[src/rtl/sdram_port_arb_if.sv]
// sdram_port_arb_if: requester and controller signals around the SDRAM port arbiter
// slave  - arbiter side: requester/controller inputs in, acks, read data, ctrl_* command and grant out
// master - surrounding side: loader, CPU bridge, video fetch and SDRAM controller
interface sdram_port_arb_if #(parameter int AW = 25);
    logic          ioctl_download;
    logic          ioctl_wr;
    logic [AW-1:0] ioctl_addr;
    logic [15:0]   ioctl_dout;
    logic          ioctl_wait;
    logic          cpu_req;
    logic          cpu_we;
    logic [AW-1:0] cpu_addr;
    logic [15:0]   cpu_wdata;
    logic [1:0]    cpu_be;
    logic          cpu_ack;
    logic [15:0]   cpu_rdata;
    logic          vid_req;
    logic [AW-1:0] vid_addr;
    logic          vid_ack;
    logic [15:0]   vid_rdata;
    logic          ctrl_req;
    logic          ctrl_we;
    logic [AW-1:0] ctrl_addr;
    logic [15:0]   ctrl_wdata;
    logic [1:0]    ctrl_be;
    logic          ctrl_ack;
    logic          ctrl_valid;
    logic [15:0]   ctrl_rdata;
    logic [1:0]    grant;
    modport slave (
        input  ioctl_download, ioctl_wr, ioctl_addr, ioctl_dout,
        input  cpu_req, cpu_we, cpu_addr, cpu_wdata, cpu_be,
        input  vid_req, vid_addr,
        input  ctrl_ack, ctrl_valid, ctrl_rdata,
        output ioctl_wait, cpu_ack, cpu_rdata, vid_ack, vid_rdata,
        output ctrl_req, ctrl_we, ctrl_addr, ctrl_wdata, ctrl_be, grant
    );
    modport master (
        output ioctl_download, ioctl_wr, ioctl_addr, ioctl_dout,
        output cpu_req, cpu_we, cpu_addr, cpu_wdata, cpu_be,
        output vid_req, vid_addr,
        output ctrl_ack, ctrl_valid, ctrl_rdata,
        input  ioctl_wait, cpu_ack, cpu_rdata, vid_ack, vid_rdata,
        input  ctrl_req, ctrl_we, ctrl_addr, ctrl_wdata, ctrl_be, grant
    );
endinterface

[src/rtl/sdram_port_arb.sv]
// sdram_port_arb: shares one SDRAM controller port among ioctl loader, CPU bridge and video fetch
// clk_ram - sole clock; reset_n - synchronous active-low reset
// b       - slave side of sdram_port_arb_if (requesters in, ctrl_* command out, acks/rdata/grant out)
module sdram_port_arb #(
    parameter int            AW       = 25,
    parameter logic [AW-1:0] ROM_BASE = '0
) (
    input logic clk_ram,
    input logic reset_n,
    sdram_port_arb_if.slave b
);
    typedef enum logic [1:0] {IDLE, ISSUE, WAIT, DONE} state_t;
    state_t        state, state_n;
    logic          io_pend, last_vid, io_take, cpu_el, vid_el;
    logic [AW-1:0] io_addr;
    logic [15:0]   io_data;
    logic [1:0]    sel;
    // the ioctl owner has no ack, so its back-pressure drops as soon as the write completes
    assign b.ioctl_wait = io_pend | (b.grant == 2'd1 && state != DONE);
    assign io_take = b.ioctl_wr & ~b.ioctl_wait;
    // last_vid set means video wins the next CPU/video tie; reset 0 lets the CPU win the first one
    always_comb begin
        cpu_el  = b.cpu_req & ~b.ioctl_download;
        vid_el  = b.vid_req & ~b.ioctl_download;
        sel     = io_pend ? 2'd1 : (cpu_el && (!vid_el || !last_vid)) ? 2'd2 : vid_el ? 2'd3 : 2'd0;
        state_n = (state == IDLE && sel != 2'd0) ? ISSUE :
                  (state == ISSUE && b.ctrl_ack) ? WAIT :
                  (state == WAIT && b.ctrl_valid) ? DONE :
                  (state == DONE) ? IDLE : state;
    end
    always_ff @(posedge clk_ram)
        if (!reset_n) state <= IDLE;
        else state <= state_n;
    always_ff @(posedge clk_ram) begin
        if (!reset_n) begin
            io_pend      <= 1'b0;
            io_addr      <= '0;
            io_data      <= '0;
            last_vid     <= 1'b0;
            b.grant      <= 2'd0;
            b.ctrl_req   <= 1'b0;
            b.ctrl_we    <= 1'b0;
            b.ctrl_addr  <= '0;
            b.ctrl_wdata <= '0;
            b.ctrl_be    <= 2'b00;
            b.cpu_ack    <= 1'b0;
            b.vid_ack    <= 1'b0;
            b.cpu_rdata  <= '0;
            b.vid_rdata  <= '0;
        end else begin
            b.cpu_ack <= 1'b0;
            b.vid_ack <= 1'b0;
            if (io_take) begin
                io_pend <= 1'b1;
                io_addr <= ROM_BASE + b.ioctl_addr;
                io_data <= b.ioctl_dout;
            end
            // command fields only load here, so they hold steady through ISSUE
            if (state == IDLE && sel != 2'd0) begin
                b.ctrl_req   <= 1'b1;
                b.grant      <= sel;
                b.ctrl_we    <= sel == 2'd1 ? 1'b1 : sel == 2'd2 ? b.cpu_we : 1'b0;
                b.ctrl_addr  <= sel == 2'd1 ? io_addr : sel == 2'd2 ? b.cpu_addr : b.vid_addr;
                b.ctrl_wdata <= sel == 2'd1 ? io_data : sel == 2'd2 ? b.cpu_wdata : '0;
                b.ctrl_be    <= sel == 2'd2 ? b.cpu_be : 2'b11;
                if (sel != 2'd1) last_vid <= sel == 2'd2;
            end
            if (state == ISSUE && b.ctrl_ack) begin
                b.ctrl_req <= 1'b0;
                if (b.grant == 2'd1) io_pend <= 1'b0;
            end
            if (state == WAIT && b.ctrl_valid) begin
                b.cpu_ack <= b.grant == 2'd2;
                b.vid_ack <= b.grant == 2'd3;
                if (b.grant == 2'd2 && !b.ctrl_we) b.cpu_rdata <= b.ctrl_rdata;
                if (b.grant == 2'd3) b.vid_rdata <= b.ctrl_rdata;
            end
            if (state == DONE) b.grant <= 2'd0;
        end
    end
    a_ioctl_overrun: assert property (@(posedge clk_ram) disable iff (!reset_n) !(b.ioctl_wr && b.ioctl_wait));
    a_ack_valid: assert property (@(posedge clk_ram) disable iff (!reset_n) !(state == ISSUE && b.ctrl_ack && b.ctrl_valid));
endmodule

[src/flat_wrapper.sv]
// flat-port wrapper written by rule: the top's interface ports become plain ports
module sdram_port_arb_flat 
#(
    parameter int            AW       = 25,
    parameter logic [AW-1:0] ROM_BASE = '0
)
  (clk_ram, reset_n, b_ioctl_download, b_ioctl_wr, b_ioctl_addr, b_ioctl_dout, b_cpu_req, b_cpu_we, b_cpu_addr, b_cpu_wdata, b_cpu_be, b_vid_req, b_vid_addr, b_ctrl_ack, b_ctrl_valid, b_ctrl_rdata, b_ioctl_wait, b_cpu_ack, b_cpu_rdata, b_vid_ack, b_vid_rdata, b_ctrl_req, b_ctrl_we, b_ctrl_addr, b_ctrl_wdata, b_ctrl_be, b_grant);
  sdram_port_arb_if #(.AW(AW)) b_i ();
  input logic clk_ram;
  input logic reset_n;
  input wire logic [$bits(b_i.ioctl_download)-1:0] b_ioctl_download;
  input wire logic [$bits(b_i.ioctl_wr)-1:0] b_ioctl_wr;
  input wire logic [$bits(b_i.ioctl_addr)-1:0] b_ioctl_addr;
  input wire logic [$bits(b_i.ioctl_dout)-1:0] b_ioctl_dout;
  input wire logic [$bits(b_i.cpu_req)-1:0] b_cpu_req;
  input wire logic [$bits(b_i.cpu_we)-1:0] b_cpu_we;
  input wire logic [$bits(b_i.cpu_addr)-1:0] b_cpu_addr;
  input wire logic [$bits(b_i.cpu_wdata)-1:0] b_cpu_wdata;
  input wire logic [$bits(b_i.cpu_be)-1:0] b_cpu_be;
  input wire logic [$bits(b_i.vid_req)-1:0] b_vid_req;
  input wire logic [$bits(b_i.vid_addr)-1:0] b_vid_addr;
  input wire logic [$bits(b_i.ctrl_ack)-1:0] b_ctrl_ack;
  input wire logic [$bits(b_i.ctrl_valid)-1:0] b_ctrl_valid;
  input wire logic [$bits(b_i.ctrl_rdata)-1:0] b_ctrl_rdata;
  output wire logic [$bits(b_i.ioctl_wait)-1:0] b_ioctl_wait;
  output wire logic [$bits(b_i.cpu_ack)-1:0] b_cpu_ack;
  output wire logic [$bits(b_i.cpu_rdata)-1:0] b_cpu_rdata;
  output wire logic [$bits(b_i.vid_ack)-1:0] b_vid_ack;
  output wire logic [$bits(b_i.vid_rdata)-1:0] b_vid_rdata;
  output wire logic [$bits(b_i.ctrl_req)-1:0] b_ctrl_req;
  output wire logic [$bits(b_i.ctrl_we)-1:0] b_ctrl_we;
  output wire logic [$bits(b_i.ctrl_addr)-1:0] b_ctrl_addr;
  output wire logic [$bits(b_i.ctrl_wdata)-1:0] b_ctrl_wdata;
  output wire logic [$bits(b_i.ctrl_be)-1:0] b_ctrl_be;
  output wire logic [$bits(b_i.grant)-1:0] b_grant;
  assign b_i.ioctl_download = b_ioctl_download;
  assign b_i.ioctl_wr = b_ioctl_wr;
  assign b_i.ioctl_addr = b_ioctl_addr;
  assign b_i.ioctl_dout = b_ioctl_dout;
  assign b_i.cpu_req = b_cpu_req;
  assign b_i.cpu_we = b_cpu_we;
  assign b_i.cpu_addr = b_cpu_addr;
  assign b_i.cpu_wdata = b_cpu_wdata;
  assign b_i.cpu_be = b_cpu_be;
  assign b_i.vid_req = b_vid_req;
  assign b_i.vid_addr = b_vid_addr;
  assign b_i.ctrl_ack = b_ctrl_ack;
  assign b_i.ctrl_valid = b_ctrl_valid;
  assign b_i.ctrl_rdata = b_ctrl_rdata;
  assign b_ioctl_wait = b_i.ioctl_wait;
  assign b_cpu_ack = b_i.cpu_ack;
  assign b_cpu_rdata = b_i.cpu_rdata;
  assign b_vid_ack = b_i.vid_ack;
  assign b_vid_rdata = b_i.vid_rdata;
  assign b_ctrl_req = b_i.ctrl_req;
  assign b_ctrl_we = b_i.ctrl_we;
  assign b_ctrl_addr = b_i.ctrl_addr;
  assign b_ctrl_wdata = b_i.ctrl_wdata;
  assign b_ctrl_be = b_i.ctrl_be;
  assign b_grant = b_i.grant;
  sdram_port_arb #(.AW(AW), .ROM_BASE(ROM_BASE)) u_core (.clk_ram(clk_ram), .reset_n(reset_n), .b(b_i));
endmodule
[config.mk]
export PLATFORM = sky130hd
export DESIGN_NAME = sdram_port_arb_flat
export DESIGN_NICKNAME = d
export VERILOG_FILES = /design/src/rtl/sdram_port_arb_if.sv /design/src/rtl/sdram_port_arb.sv /design/src/flat_wrapper.sv
export SDC_FILE = /design/constraint.sdc
export NUM_CORES = 1
export LEC_CHECK = 0
export CORE_ASPECT_RATIO = 1.2
export CORE_MARGIN = 1
export CORE_UTILIZATION = 42
export DETAILED_ROUTE_END_ITERATION = 12
export MAX_ROUTING_LAYER = met4
export PLACE_DENSITY = 0.76
export SLEW_MARGIN = 40
export SYNTH_ARGS = -nofsm -noshare
export SYNTH_HDL_FRONTEND = slang
export SYNTH_SLANG_ARGS = --single-unit
export TNS_END_PERCENT = 30
[constraint.sdc]
create_clock -name clk_ram -period 1.93 [get_ports clk_ram]
set_input_delay 0.4825 -clock clk_ram [delete_from_list [all_inputs] [get_ports clk_ram]]
set_output_delay 0.4825 -clock clk_ram [all_outputs]
set_load 0.05 [all_outputs]
==> metrics.txt <==
hold_buf cts 0; final clock skew 0.00736 ns; GPL Wtd Cong 0.835; clk_lat worst skew 0.40 ns; Yosys cell types 40; Fillers 900; Starting Density 43.0%; Syn. warnings 0; crit-path cells nand2_1 -> a21o_1 -> buf_12; Critical R2R Capture u_core.io_addr[2]; final hold violation count 0; Congestion Overflow GR 0; H-tree depth 4; Slew @ Worst Pin 0.500 ns; WL per Instance 16.0 µm; CP max stage cell dfxtp_1; root buf cell clkbuf_16; Syn-to-layout area delta 58.8%; I/O pin count 216; DRC 0; Max clock buf depth 2; Num CTS Buffers 17; RSZ-0062 raised after global routing false; first drt pass iteration count 4; Max stage delay on crit path 0.41 ns; routed length on met3 659 µm; clock sinks 126; Mapped Cells 521; crit path DAT 1.37 ns; Antenna Nets Post-Route 0; Setup CP Type register to primary output; Setup WS post-layout 0.0734 ns; ant diodes 0; Vias/cell 5.14; # port buffers 215; Mapped Area 4970 µm²; Leakage 3.31 nW; dpl ws -0.251 ns; fin cells 910; post-synthesis register bit count 126; met1 WL 5.63 mm; TritonCTS clock tree built; core area 11600 µm²; Worst Path Max Fanout 5; Seq/Total Area, Yosys 50.8%; Rows 43; DP HPWL 10.5 mm; final setup vio count 0; Mapped Nets 655; min-delay worst type register to register; Post-CTS Setup Bufs 0; reg2reg start u_core.state[0]; r2r setup slk 0.31 ns; pwr dens 1040 nW/µm²; Die Y-Extent 121 µm; worst endpoint required time 1.45 ns; total track usage 24.7%; layout cells sized above 1 19.8%; DR vias 4678; clock period minus worst slack 1.86 ns; Placed Cells incl. Taps 878; status completed; Max IR drop VDD 0.537 mV; Avg Synthesized Cell Area 9.54 µm²; Horiz. Die Dim 101 µm; initial antenna violation count 0; max-cap violations 0; delay-heaviest family, CP flip-flops; met2 WL 7.84 mm; fin nets 874; critical path depth 3; Slew Limit Headroom 66.8%; hold path depth 2; largest net degree at the start of global routing 83; sum of buffers and inverters on the critical path 1; full die area 12300 µm²; Startpoint Class register; fin crit share 96.2%; Slew Viols, Final 0; CP Capture Type primary output; FF-to-FF path depth 5; DR iter-0 viols 232; Setup crit end b_ioctl_wait; number of global-route vias before repair 4797; FMAX 0.539 GHz; Clk pin slew, worst setup/hold paths 0.06 ns; Worst Setup SP u_core.state[0]; final wirelength 14.6 mm; first-pass GRT wire length 22.5 mm; highest routed layer met4
[metal layers]
layer	global-route usage, %	vias up
li1	-	2287
met1	25.4	2194
met2	43.7	167
met3	4.55	30
met4	14.3	0
met5	-	-
[worst min-delay path by stage]
| stage | startpoint | endpoint | slack (ns) |
|---|---|---|---|
| after floorplan | u_core.io_data[10] | u_core.b.ctrl_wdata[10] | 0.43 |
| after global placement | u_core.b.vid_rdata[1] | u_core.b.vid_rdata[1] | 0.44 |
| after detailed placement | u_core.io_data[6] | u_core.b.ctrl_wdata[6] | 0.45 |
| after CTS | u_core.io_data[8] | u_core.b.ctrl_wdata[8] | 0.46 |
| after global routing | u_core.b.vid_rdata[3] | u_core.b.vid_rdata[3] | 0.48 |
| final | u_core.b.vid_rdata[6] | u_core.b.vid_rdata[6] | 0.46 |
[synthesized netlist by cell type, drive strengths merged]
| cell | number | area [µm²] |
|---|---|---|
| o21ai | 7 | 35.0 |
| nor3b | 1 | 7.51 |
| buf | 17 | 93.8 |
| a21o | 1 | 7.51 |
| or3 | 1 | 6.26 |
| a32oi | 12 | 105 |
| a221oi | 4 | 35.0 |
| clkinv | 1 | 3.75 |
| mux2i | 82 | 821 |
| clkbuf | 23 | 87.6 |
| nand3b | 1 | 7.51 |
| and4b | 1 | 10.0 |
| nand2 | 52 | 200 |
| and3 | 1 | 6.26 |
| o2111a | 2 | 22.5 |
| a31oi | 1 | 6.26 |
| o21a | 1 | 7.51 |
| a22oi | 1 | 7.51 |
| o211a | 1 | 10.0 |
| nor2b | 1 | 6.26 |
| o22ai | 1 | 6.26 |
| inv | 3 | 11.3 |
| and2 | 3 | 18.8 |
| dfxtp | 126 | 2520 |
| nor3 | 2 | 10.0 |
| a2111oi | 1 | 27.5 |
| a21oi | 55 | 275 |
| o221a | 2 | 22.5 |
| o32ai | 24 | 210 |
| nor2 | 90 | 340 |
| a211oi | 2 | 27.5 |
| o21ba | 1 | 10.0 |
[cell families after synthesis]
group / after synthesis / share of synthesized area (%)
buf+inv: 44 / 3.95
mux: 82 / 16.5
simple gates: 153 / 12.3
flops: 126 / 50.8
compound gates: 116 / 16.4
[report_power, final]
group	switching (mW)	internal, mW
Combinational	1.07	0.801
Clock	1.14	2.19
Sequential	0.156	2.83
[cells in the final DEF, fill, tap and decap left out, types with 3 or more instances in the layout]
master,instances
nor2_1,89
buf_12,10
dfxtp_2,3
a21oi_1,55
a221oi_1,4
clkinv_2,5
inv_1,3
mux2i_1,82
buf_4,94
o32ai_1,24
clkdlybuf4s50_1,133
clkbuf_16,17
dfxtp_1,123
dlygate4sd2_1,3
a32oi_1,12
bufinv_16,4
nand2_1,50
o21ai_0,6
[repair_timing]
action | CTS | global route
cloned | 0 | 0
setup endpoints to repair | 4 | 1
pin swaps | 0 | 0
gates resized for setup | 6 | 2
[sequential cells by signal (all words and copies together) (netlist names)]
signal and cells:
u_core.io_data 16, u_core.b.vid_rdata 16, u_core.b.ctrl_addr 25, u_core.last_vid 1, u_core.b.cpu_rdata 16, u_core.b.vid_ack 1
u_core.b.ctrl_wdata 16, u_core.b.ctrl_req 1, u_core.b.cpu_ack 1, u_core.io_addr 25, u_core.b.ctrl_we 1, u_core.state 2
u_core.b.ctrl_be 2, u_core.b.grant 2, u_core.io_pend 1
[through the flow]
step	TNS (ns)	cell area, µm²	hold WS (ns)	power [mW]	util [%]
2_1_floorplan	0	4970	0.431	4.13	-
3_3_place_gp	-8.70	7250	0.443	4.86	62.7
3_5_place_dp	-9.98	7250	0.448	4.90	62.7
4_1_cts	0	7880	0.455	8.25	68.1
5_1_grt	0	7890	0.480	8.50	68.2
6_report	0	7890	0.456	8.19	68.2
[worst reg2reg max path, stage by stage, from the launching register on]
cell,delay [ns]
dfxtp_1,0.41
nand2_1,0.18
a211oi_4,0.34
buf_4,0.27
mux2i_1,0.23
nor2_1,0.06
[area by class of cell]
class                           count  area, µm²  share of cell area (%)
Clock buffer                       18        439                    5.57
Clock inverter                     14        190                    2.41
Inverter                            4       16.3                   0.206
Multi-Input combinational cell    351       2260                    28.6
Sequential cell                   126       2530                    32.0
Tap cell                          157        196                    2.49
Timing Repair Buffer              240       2260                    28.7
Power figures use the tool's default switching activity.
